--- src/rtl/int_memory_arbiter_pkg.sv ---
// Shared types and constants for the int_memory two-port arbiter.
package int_memory_arbiter_pkg;

    localparam int ADR_W  = 3;
    localparam int DATA_W = 4;

    typedef enum logic [1:0] {
        ST_IDLE   = 2'd0,
        ST_ACCESS = 2'd1,
        ST_RESP   = 2'd2
    } state_e;

    typedef enum logic {
        REQ_A = 1'b0,
        REQ_B = 1'b1
    } req_id_e;

    // Latched transaction: who asked, what, and whether the address is bogus.
    typedef struct packed {
        req_id_e             id;
        logic                we;
        logic                oor;
        logic [ADR_W-1:0]    adr;
        logic [DATA_W-1:0]   wdata;
    } cmd_t;

    // True when the address lies beyond the implemented words.
    function automatic logic adr_oor(input logic [ADR_W-1:0] adr, input int unsigned nwords);
        return {{(32-ADR_W){1'b0}}, adr} >= nwords;
    endfunction

endpackage

--- src/rtl/int_mem_arb_pick.sv ---
// Winner selection between requesters A and B.
// With INT_MEM_ARB_RR_EN defined a 1-bit pointer alternates priority after
// every grant; otherwise A always wins a conflict and no pointer exists.
module int_mem_arb_pick
    import int_memory_arbiter_pkg::*;
(
    input  logic    clk_i,
    input  logic    rst_ni,
    input  logic    a_req_i,
    input  logic    b_req_i,
    input  logic    grant_i,
    output req_id_e winner_o
);

`ifdef INT_MEM_ARB_RR_EN
    req_id_e ptr_q, ptr_d;

    // On conflict the pointer names the winner; a lone request always wins.
    always_comb begin
        winner_o = REQ_A;
        if (a_req_i && b_req_i) winner_o = ptr_q;
        else if (b_req_i)       winner_o = REQ_B;
    end

    // After each grant, hand priority to the requester that was not served.
    always_comb begin
        ptr_d = ptr_q;
        if (grant_i) ptr_d = (winner_o == REQ_A) ? REQ_B : REQ_A;
    end

    // Pointer register, A preferred out of reset.
    always_ff @(posedge clk_i or negedge rst_ni) begin
        if (!rst_ni) ptr_q <= REQ_A;
        else         ptr_q <= ptr_d;
    end
`else
    logic unused_fixed;
    assign unused_fixed = clk_i ^ rst_ni ^ grant_i;

    // Fixed priority: A unless only B is asking.
    always_comb begin
        winner_o = (a_req_i || !b_req_i) ? REQ_A : REQ_B;
    end
`endif

endmodule

--- src/rtl/int_memory_arbiter.sv ---
// Two-port arbiter/sequencer for the 6x4-bit int_memory.
// IDLE -> ACCESS -> RESP, one transaction every three cycles. Memory pins are
// launched on the falling clock edge so the memory's EN&CLK gated clock never
// sees a runt pulse. Define INT_MEM_ARB_RR_EN for round-robin arbitration.
module int_memory_arbiter
    import int_memory_arbiter_pkg::*;
#(
    parameter int unsigned NWORDS = 6
) (
    input  logic              CLK,
    input  logic              RST_N,
    input  logic              A_REQ,
    input  logic              A_WE,
    input  logic [ADR_W-1:0]  A_ADR,
    input  logic [DATA_W-1:0] A_WDATA,
    input  logic              B_REQ,
    input  logic              B_WE,
    input  logic [ADR_W-1:0]  B_ADR,
    input  logic [DATA_W-1:0] B_WDATA,
    output logic              A_GNT,
    output logic              B_GNT,
    output logic              A_ACK,
    output logic              B_ACK,
    output logic              ERR,
    output logic [DATA_W-1:0] RDATA,
    output logic [ADR_W-1:0]  MEM_ADR,
    output logic [DATA_W-1:0] MEM_DI,
    output logic              MEM_EN,
    output logic              MEM_WR,
    input  logic [DATA_W-1:0] MEM_DO
);

    state_e            state_q, state_d;
    cmd_t              cmd_q, cmd_d;
    logic [DATA_W-1:0] rdata_q, rdata_d;
    logic [ADR_W-1:0]  mem_adr_q, mem_adr_d;
    logic [DATA_W-1:0] mem_di_q, mem_di_d;
    logic              mem_en_q, mem_en_d;
    logic              mem_wr_q, mem_wr_d;
    req_id_e           win;
    logic              take;

    assign take = (state_q == ST_IDLE) && (A_REQ || B_REQ);

    int_mem_arb_pick u_pick (
        .clk_i    (CLK),
        .rst_ni   (RST_N),
        .a_req_i  (A_REQ),
        .b_req_i  (B_REQ),
        .grant_i  (take),
        .winner_o (win)
    );

    // Sequencer: latch the winner's command, then capture read data, then a guard cycle.
    always_comb begin
        state_d = state_q;
        cmd_d   = cmd_q;
        rdata_d = rdata_q;
        case (state_q)
            ST_IDLE: begin
                if (take) begin
                    state_d = ST_ACCESS;
                    cmd_d.id = win;
                    if (win == REQ_B) begin
                        cmd_d.we    = B_WE;
                        cmd_d.adr   = B_ADR;
                        cmd_d.wdata = B_WDATA;
                    end else begin
                        cmd_d.we    = A_WE;
                        cmd_d.adr   = A_ADR;
                        cmd_d.wdata = A_WDATA;
                    end
                    cmd_d.oor = adr_oor(cmd_d.adr, NWORDS);
                end
            end
            ST_ACCESS: begin
                state_d = ST_RESP;
                if (!cmd_q.we) rdata_d = cmd_q.oor ? '0 : MEM_DO;
            end
            ST_RESP: state_d = ST_IDLE;
            default: state_d = ST_IDLE;
        endcase
    end

    // FSM, command and read-data registers.
    always_ff @(posedge CLK or negedge RST_N) begin
        if (!RST_N) begin
            state_q <= ST_IDLE;
            cmd_q   <= '0;
            rdata_q <= '0;
        end else begin
            state_q <= state_d;
            cmd_q   <= cmd_d;
            rdata_q <= rdata_d;
        end
    end

    // Memory pins follow the command during ACCESS; elsewhere EN/WR drop and ADR/DI hold.
    always_comb begin
        mem_adr_d = mem_adr_q;
        mem_di_d  = mem_di_q;
        mem_en_d  = 1'b0;
        mem_wr_d  = 1'b0;
        if (state_q == ST_ACCESS) begin
            mem_adr_d = cmd_q.adr;
            mem_di_d  = cmd_q.wdata;
            mem_en_d  = !cmd_q.oor;
            mem_wr_d  = cmd_q.we && !cmd_q.oor;
        end
    end

    // Falling-edge launch keeps EN stable across the whole high phase of CLK.
    always_ff @(negedge CLK or negedge RST_N) begin
        if (!RST_N) begin
            mem_adr_q <= '0;
            mem_di_q  <= '0;
            mem_en_q  <= 1'b0;
            mem_wr_q  <= 1'b0;
        end else begin
            mem_adr_q <= mem_adr_d;
            mem_di_q  <= mem_di_d;
            mem_en_q  <= mem_en_d;
            mem_wr_q  <= mem_wr_d;
        end
    end

    assign A_GNT   = (state_q == ST_ACCESS) && (cmd_q.id == REQ_A);
    assign B_GNT   = (state_q == ST_ACCESS) && (cmd_q.id == REQ_B);
    assign A_ACK   = (state_q == ST_RESP)   && (cmd_q.id == REQ_A);
    assign B_ACK   = (state_q == ST_RESP)   && (cmd_q.id == REQ_B);
    assign ERR     = (state_q == ST_RESP)   && cmd_q.oor;
    assign RDATA   = rdata_q;
    assign MEM_ADR = mem_adr_q;
    assign MEM_DI  = mem_di_q;
    assign MEM_EN  = mem_en_q;
    assign MEM_WR  = mem_wr_q;

endmodule

--- config.mk ---
export PLATFORM = sky130hd
export DESIGN_NAME = int_memory_arbiter
export DESIGN_NICKNAME = d
export VERILOG_FILES = /design/src/rtl/int_memory_arbiter_pkg.sv /design/src/rtl/int_mem_arb_pick.sv /design/src/rtl/int_memory_arbiter.sv
export SDC_FILE = /design/constraint.sdc
export NUM_CORES = 1
export LEC_CHECK = 0
export BUFFER_PORTS_ARGS = -buffer_cell sky130_fd_sc_hd__buf_2
export CAP_MARGIN = 30
export CELL_PAD_IN_SITES_DETAIL_PLACEMENT = 0
export CELL_PAD_IN_SITES_GLOBAL_PLACEMENT = 2
export CORE_ASPECT_RATIO = 1.4
export CORE_MARGIN = 2
export CORE_UTILIZATION = 30
export DETAILED_ROUTE_END_ITERATION = 10
export HOLD_SLACK_MARGIN = 0.1
export PLACE_DENSITY_LB_ADDON = 0.1
export SLEW_MARGIN = 20
export SYNTH_ARGS = -nofsm -noshare
export SYNTH_HDL_FRONTEND = slang
export SYNTH_SLANG_ARGS = --single-unit
--- constraint.sdc ---
create_clock -name CLK -period 1.3 [get_ports CLK]
set_input_delay 0.26 -clock CLK [delete_from_list [all_inputs] [get_ports CLK]]
set_output_delay 0.26 -clock CLK [all_outputs]
set_load 0.005 [all_outputs]
# Yosys cells after proc, flatten, opt, wreduce, memory -nomap -nowiden
# Cells that the tools add are included.
dict set report totals {
  ff_bits 25
  wordCells 41
}
dict set report classes {
  n_lt_le_gt_ge 1
  eq_ne 3
  mux 10
  bitwise 2
  reduce_logical 14
}
# cell count
set op_table {}
lappend op_table {{2-to-1 mux 7 bit} 3}
lappend op_table {{logical AND 1 bit} 7}
lappend op_table {{2-to-1 mux 1 bit} 4}
lappend op_table {{2-to-1 mux 4 bit} 1}
lappend op_table {{one-hot mux 2 bit (2 select lines)} 1}
lappend op_table {{AND reduction 2 bit} 2}
lappend op_table {{greater-or-equal comparator 3 bit, second input constant} 1}
lappend op_table {{equality test 2 x 1 -> 1 bit, second input constant} 1}
lappend op_table {{equality test 2 bit, second input constant} 1}
lappend op_table {{logical NOT 1 bit} 2}
lappend op_table {{logical NOT 2 bit} 1}
lappend op_table {{logical OR 1 bit} 2}
lappend op_table {{2-to-1 mux 2 bit} 1}
lappend op_table {{!= test 2 bit, second input constant} 1}
lappend op_table {{inverter 1 bit} 2}

# Depth between registers and ports, before layout
dict set report logic_depth {
  word_depth 6
  ltp_mapped 5
  depth_no_buf 3
}

# Modules after synthesis
# Synthesis repeated with hierarchy kept, for this count alone.
dict set report hier_totals {
  hier_cells 86
  area_unflattened_um2 1152.4
}
# mod instances cells_each area_per_inst_um2 seq_area_each_um2
set by_module_without_submodules {}
lappend by_module_without_submodules {int_memory_arbiter 1 85 1138.6 625.6}
lappend by_module_without_submodules {int_mem_arb_pick 1 1 13.8 0.0}

==> metrics.txt <==
# TYPE chip_impl_metric gauge
chip_impl_metric{name="critPathMaxFanout",unit=""} 5
chip_impl_info{name="worstSetupEndpointType",value="register"} 1
chip_impl_metric{name="cts.path.max_buffers",unit=""} 2
chip_impl_metric{name="mapped_area",unit="µm²"} 1150
chip_impl_metric{name="antenna_found_initial",unit=""} 0
chip_impl_metric{name="wire_length_of_the_first_global_routing_pass",unit="mm"} 4.86
chip_impl_info{name="critPathLaunchType",value="register"} 1
chip_impl_info{name="synth.most_common_cell",value="sky130_fd_sc_hd__a21oi_1"} 1
chip_impl_metric{name="grt_max_degree",unit=""} 16
chip_impl_metric{name="area.growth.synth_to_final",unit="%"} 50.2
chip_impl_metric{name="final_stage_net_count",unit=""} 185
chip_impl_metric{name="multiInputGateArea",unit="µm²"} 515
chip_impl_metric{name="port-buffer-count",unit=""} 41
chip_impl_metric{name="p_leak",unit="nW"} 0.844
chip_impl_metric{name="detail_route.wl_per_cell",unit="µm"} 15.1
chip_impl_metric{name="numPlacedInstances",unit=""} 188
chip_impl_info{name="run_status",value="finished with violations"} 1
chip_impl_metric{name="clock-skew-final",unit="ns"} 0.0142
chip_impl_metric{name="clock_slew_seen_by_the_registers_of_the_worst_setup_and_hold_paths",unit="ns"} 0.09
chip_impl_metric{name="max_slew_margin",unit=""} 0.773
chip_impl_metric{name="fp.coreArea",unit="µm²"} 3680
chip_impl_metric{name="setup_slack",unit="ns"} -0.494
chip_impl_metric{name="floorplan.die_area",unit="µm²"} 4360
chip_impl_metric{name="yosysWarnings",unit=""} 0
chip_impl_info{name="synth.top_cells.by_count",value="sky130_fd_sc_hd__a21oi_1, sky130_fd_sc_hd__dfrtp_1, sky130_fd_sc_hd__dfrtn_1"} 1
chip_impl_metric{name="setup-violations-final",unit=""} 33
chip_impl_metric{name="yosys_register_bits",unit=""} 25
chip_impl_metric{name="first_iter_violations",unit=""} 20
chip_impl_metric{name="antennaDiodeCount",unit=""} 0
chip_impl_metric{name="synth-edff-count",unit=""} 0
chip_impl_metric{name="synthArstFlopShare",unit=""} 1.00
chip_impl_metric{name="effective_utilization_at_floorplan",unit=""} 0.313
chip_impl_metric{name="drt_drc_violations_left",unit=""} 0
chip_impl_metric{name="finalHoldViolations",unit=""} 0
chip_impl_metric{name="fillers",unit=""} 365
chip_impl_metric{name="worst_ir_drop_vdd",unit="mV"} 0.948
chip_impl_metric{name="cellPowerDensity",unit="nW/µm²"} 2300
chip_impl_metric{name="tritoncts_num_sinks",unit=""} 25
chip_impl_info{name="worstHoldPathType",value="in -> async"} 1
chip_impl_info{name="rsz_0062_raised_after_global_routing",value="true"} 1
chip_impl_metric{name="worstMarginPinSlew",unit="ns"} 0.337
chip_impl_metric{name="cts_htree_levels",unit=""} 1
chip_impl_metric{name="dp_worst_setup_slack",unit="ns"} -0.515
chip_impl_metric{name="die_h",unit="µm"} 77.3
chip_impl_metric{name="placementRows",unit=""} 26
chip_impl_metric{name="grt_pass1_vias",unit=""} 1014
chip_impl_metric{name="drv_slew",unit=""} 0
chip_impl_metric{name="postRouteWirelength",unit="mm"} 3.05
chip_impl_metric{name="chipWidth",unit="µm"} 56.4
chip_impl_metric{name="syn_inst",unit=""} 96
chip_impl_info{name="cts_tree",value="built"} 1
chip_impl_metric{name="synth_top_area_share",unit=""} 0.347
chip_impl_metric{name="clk-insertion-delay-late",unit="ns"} 0.28
chip_impl_info{name="critPathKind",value="reg -> reg"} 1
chip_impl_metric{name="routed_via_density",unit=""} 4.68
chip_impl_metric{name="required",unit="ns"} 0.78
chip_impl_metric{name="synth.distinct_cells",unit=""} 28
chip_impl_info{name="clock_tree.root_cell",value="sky130_fd_sc_hd__clkbuf_8"} 1
chip_impl_info{name="violations_in_the_final_reports",value="negative setup slack"} 1
chip_impl_info{name="synth_top_cells_by_area",value="sky130_fd_sc_hd__dfrtp_1, sky130_fd_sc_hd__dfrtn_1, sky130_fd_sc_hd__a21oi_1"} 1
chip_impl_metric{name="detailroute.via_count",unit=""} 946
chip_impl_metric{name="firstDrtPassIters",unit=""} 4
chip_impl_metric{name="floorplan.io_pins",unit=""} 42
chip_impl_metric{name="routabilityCongestion",unit=""} 0.702
chip_impl_metric{name="tritoncts.num_buffers",unit=""} 3
chip_impl_info{name="synth_top_flop_cell",value="sky130_fd_sc_hd__dfrtp_1"} 1
chip_impl_metric{name="timing.max_cap.violations",unit=""} 0
chip_impl_metric{name="synth_area_per_cell",unit="µm²"} 12.0
chip_impl_metric{name="layout-drive-gt1-share",unit=""} 0.588
chip_impl_metric{name="globalRouteTotalUtil",unit=""} 0.147
chip_impl_metric{name="finalNonFillerCells",unit=""} 202
chip_impl_info{name="startpoint",value="state_q[1]"} 1
chip_impl_metric{name="yosysSeqAreaShare",unit=""} 0.543
chip_impl_info{name="post-synth-top-area-cell",value="sky130_fd_sc_hd__dfrtp_1"} 1
chip_impl_metric{name="grt_overflow_total",unit=""} 0
chip_impl_metric{name="mappedNetlistNets",unit=""} 120
chip_impl_metric{name="dp_hpwl",unit="mm"} 2.15
chip_impl_metric{name="ff_latch_area",unit="µm²"} 626
chip_impl_metric{name="ant_nets",unit=""} 0
chip_impl_metric{name="critPathArrivalTime",unit="ns"} 1.27
chip_impl_info{name="worstReg2RegStart",value="state_q[1]"} 1
path summary, 6_finish.rpt:
| check | to | slack [ns] | depth (start not counted) |
|---|---|---|---|
| min reg2reg | MEM_DI[3] | 0.46 | 1 |
| min | cmd_q[4] | 0.11 | 2 |
| max in group asynchronous | cmd_q[6] | 0.42 | 2 |
| max reg2reg | MEM_ADR[1] | -0.49 | 3 |
| min in group CLK | cmd_q[9] | 0.21 | 2 |
| max | MEM_ADR[1] | -0.49 | 3 |
routing by layer:
layer,track usage,routed length [µm],vias to the layer above,part of all wire
met4,0.0595,55,0,0.018
met5,0,0,-,0
li1,-,-,464,-
met2,0.264,1630,29,0.53
met1,0.168,1230,447,0.40
met3,0.0267,135,6,0.044
stage by stage:
stage	hold slack [ns]	TNS, ns	utilization	power, mW	area, µm²
after floorplan	-0.0356	-4.37	-	2.26	1150
after global placement	0.208	-4.67	0.404	2.91	1490
after detailed placement	0.215	-5.08	0.404	2.97	1490
after CTS	0.150	-8.74	0.445	3.73	1640
after global routing	0.152	-11.37	0.471	4.24	1730
final	0.111	-10.06	0.471	3.98	1730
layout make-up:
cell class / count / share of cell area
Sequential cell: 25 / 0.362
Multi-Input combinational cell: 59 / 0.298
Timing Repair Buffer: 65 / 0.267
Tap cell: 42 / 0.0304
Clock buffer: 3 / 0.0239
Inverter: 7 / 0.0152
Clock inverter: 1 / 0.00434
registers in the layout (all words and copies together) (netlist names):
register  flops
MEM_DI        4
RDATA         4
state_q       2
MEM_EN        1
MEM_ADR       3
cmd_q        10
MEM_WR        1
what timing repair did:
action	CTS	global route
endpoints found under the hold margin	5	0
buffers inserted	2	5
cloned	1	1
pin swaps	2	2
hold buffers	1	0
setup endpoints to repair	23	33
resized for setup	10	14
power by group:
part           total, mW  switching [mW]  internal, mW  leakage [nW]
Combinational       2.13           0.908          1.22         0.529
Clock              0.480           0.262         0.217        0.0217
Sequential          1.37           0.208          1.16         0.293
cell families (layout without fill, tap and decap cells):
family | Yosys count | in the layout | synth area share
flip-flops | 25 | 25 | 0.543
AND/OR/NAND/NOR | 16 | 16 | 0.0912
multiplexers | 15 | 15 | 0.142
buffers and inverters | 12 | 76 | 0.0586
AO/OA/AOI/OAI | 28 | 28 | 0.165
critical path, stage by stage (launching register included):
cell,delay (ns)
sky130_fd_sc_hd__dfrtp_1,0.39
sky130_fd_sc_hd__nand2b_4,0.18
sky130_fd_sc_hd__buf_12,0.15
sky130_fd_sc_hd__mux2_4,0.29
cell usage in the layout, fill, tap and decap left out:
cell / netlist / layout
sky130_fd_sc_hd__o21ai_1: 1 / 1
sky130_fd_sc_hd__buf_4: 1 / 14
sky130_fd_sc_hd__nor3b_2: 0 / 2
sky130_fd_sc_hd__inv_1: 7 / 7
sky130_fd_sc_hd__buf_2: 0 / 40
sky130_fd_sc_hd__buf_16: 0 / 1
sky130_fd_sc_hd__nor2_1: 4 / 1
sky130_fd_sc_hd__and2_1: 2 / 2
sky130_fd_sc_hd__or2_2: 1 / 1
sky130_fd_sc_hd__nor3_4: 1 / 1
sky130_fd_sc_hd__buf_6: 1 / 7
sky130_fd_sc_hd__dfrtp_1: 16 / 16
sky130_fd_sc_hd__buf_12: 0 / 2
sky130_fd_sc_hd__o21ai_0: 1 / 1
sky130_fd_sc_hd__o41ai_2: 3 / 3
sky130_fd_sc_hd__mux2_4: 1 / 3
sky130_fd_sc_hd__o41ai_1: 1 / 1
sky130_fd_sc_hd__nand3_1: 1 / 1
sky130_fd_sc_hd__a31oi_4: 0 / 1
sky130_fd_sc_hd__nor2_4: 0 / 1
sky130_fd_sc_hd__dfrtn_1: 9 / 9
sky130_fd_sc_hd__mux2_2: 7 / 5
sky130_fd_sc_hd__clkbuf_8: 0 / 3
sky130_fd_sc_hd__nor2b_1: 2 / 2
sky130_fd_sc_hd__a21oi_1: 18 / 17
sky130_fd_sc_hd__clkinvlp_4: 0 / 1
sky130_fd_sc_hd__nor2_2: 1 / 3
sky130_fd_sc_hd__o21ai_2: 3 / 3
sky130_fd_sc_hd__and3b_2: 1 / 1
sky130_fd_sc_hd__nand2b_4: 0 / 1
sky130_fd_sc_hd__dlygate4sd3_1: 0 / 1
sky130_fd_sc_hd__a21oi_2: 0 / 1
sky130_fd_sc_hd__mux2i_1: 7 / 7
Power figures use the tool's default switching activity.
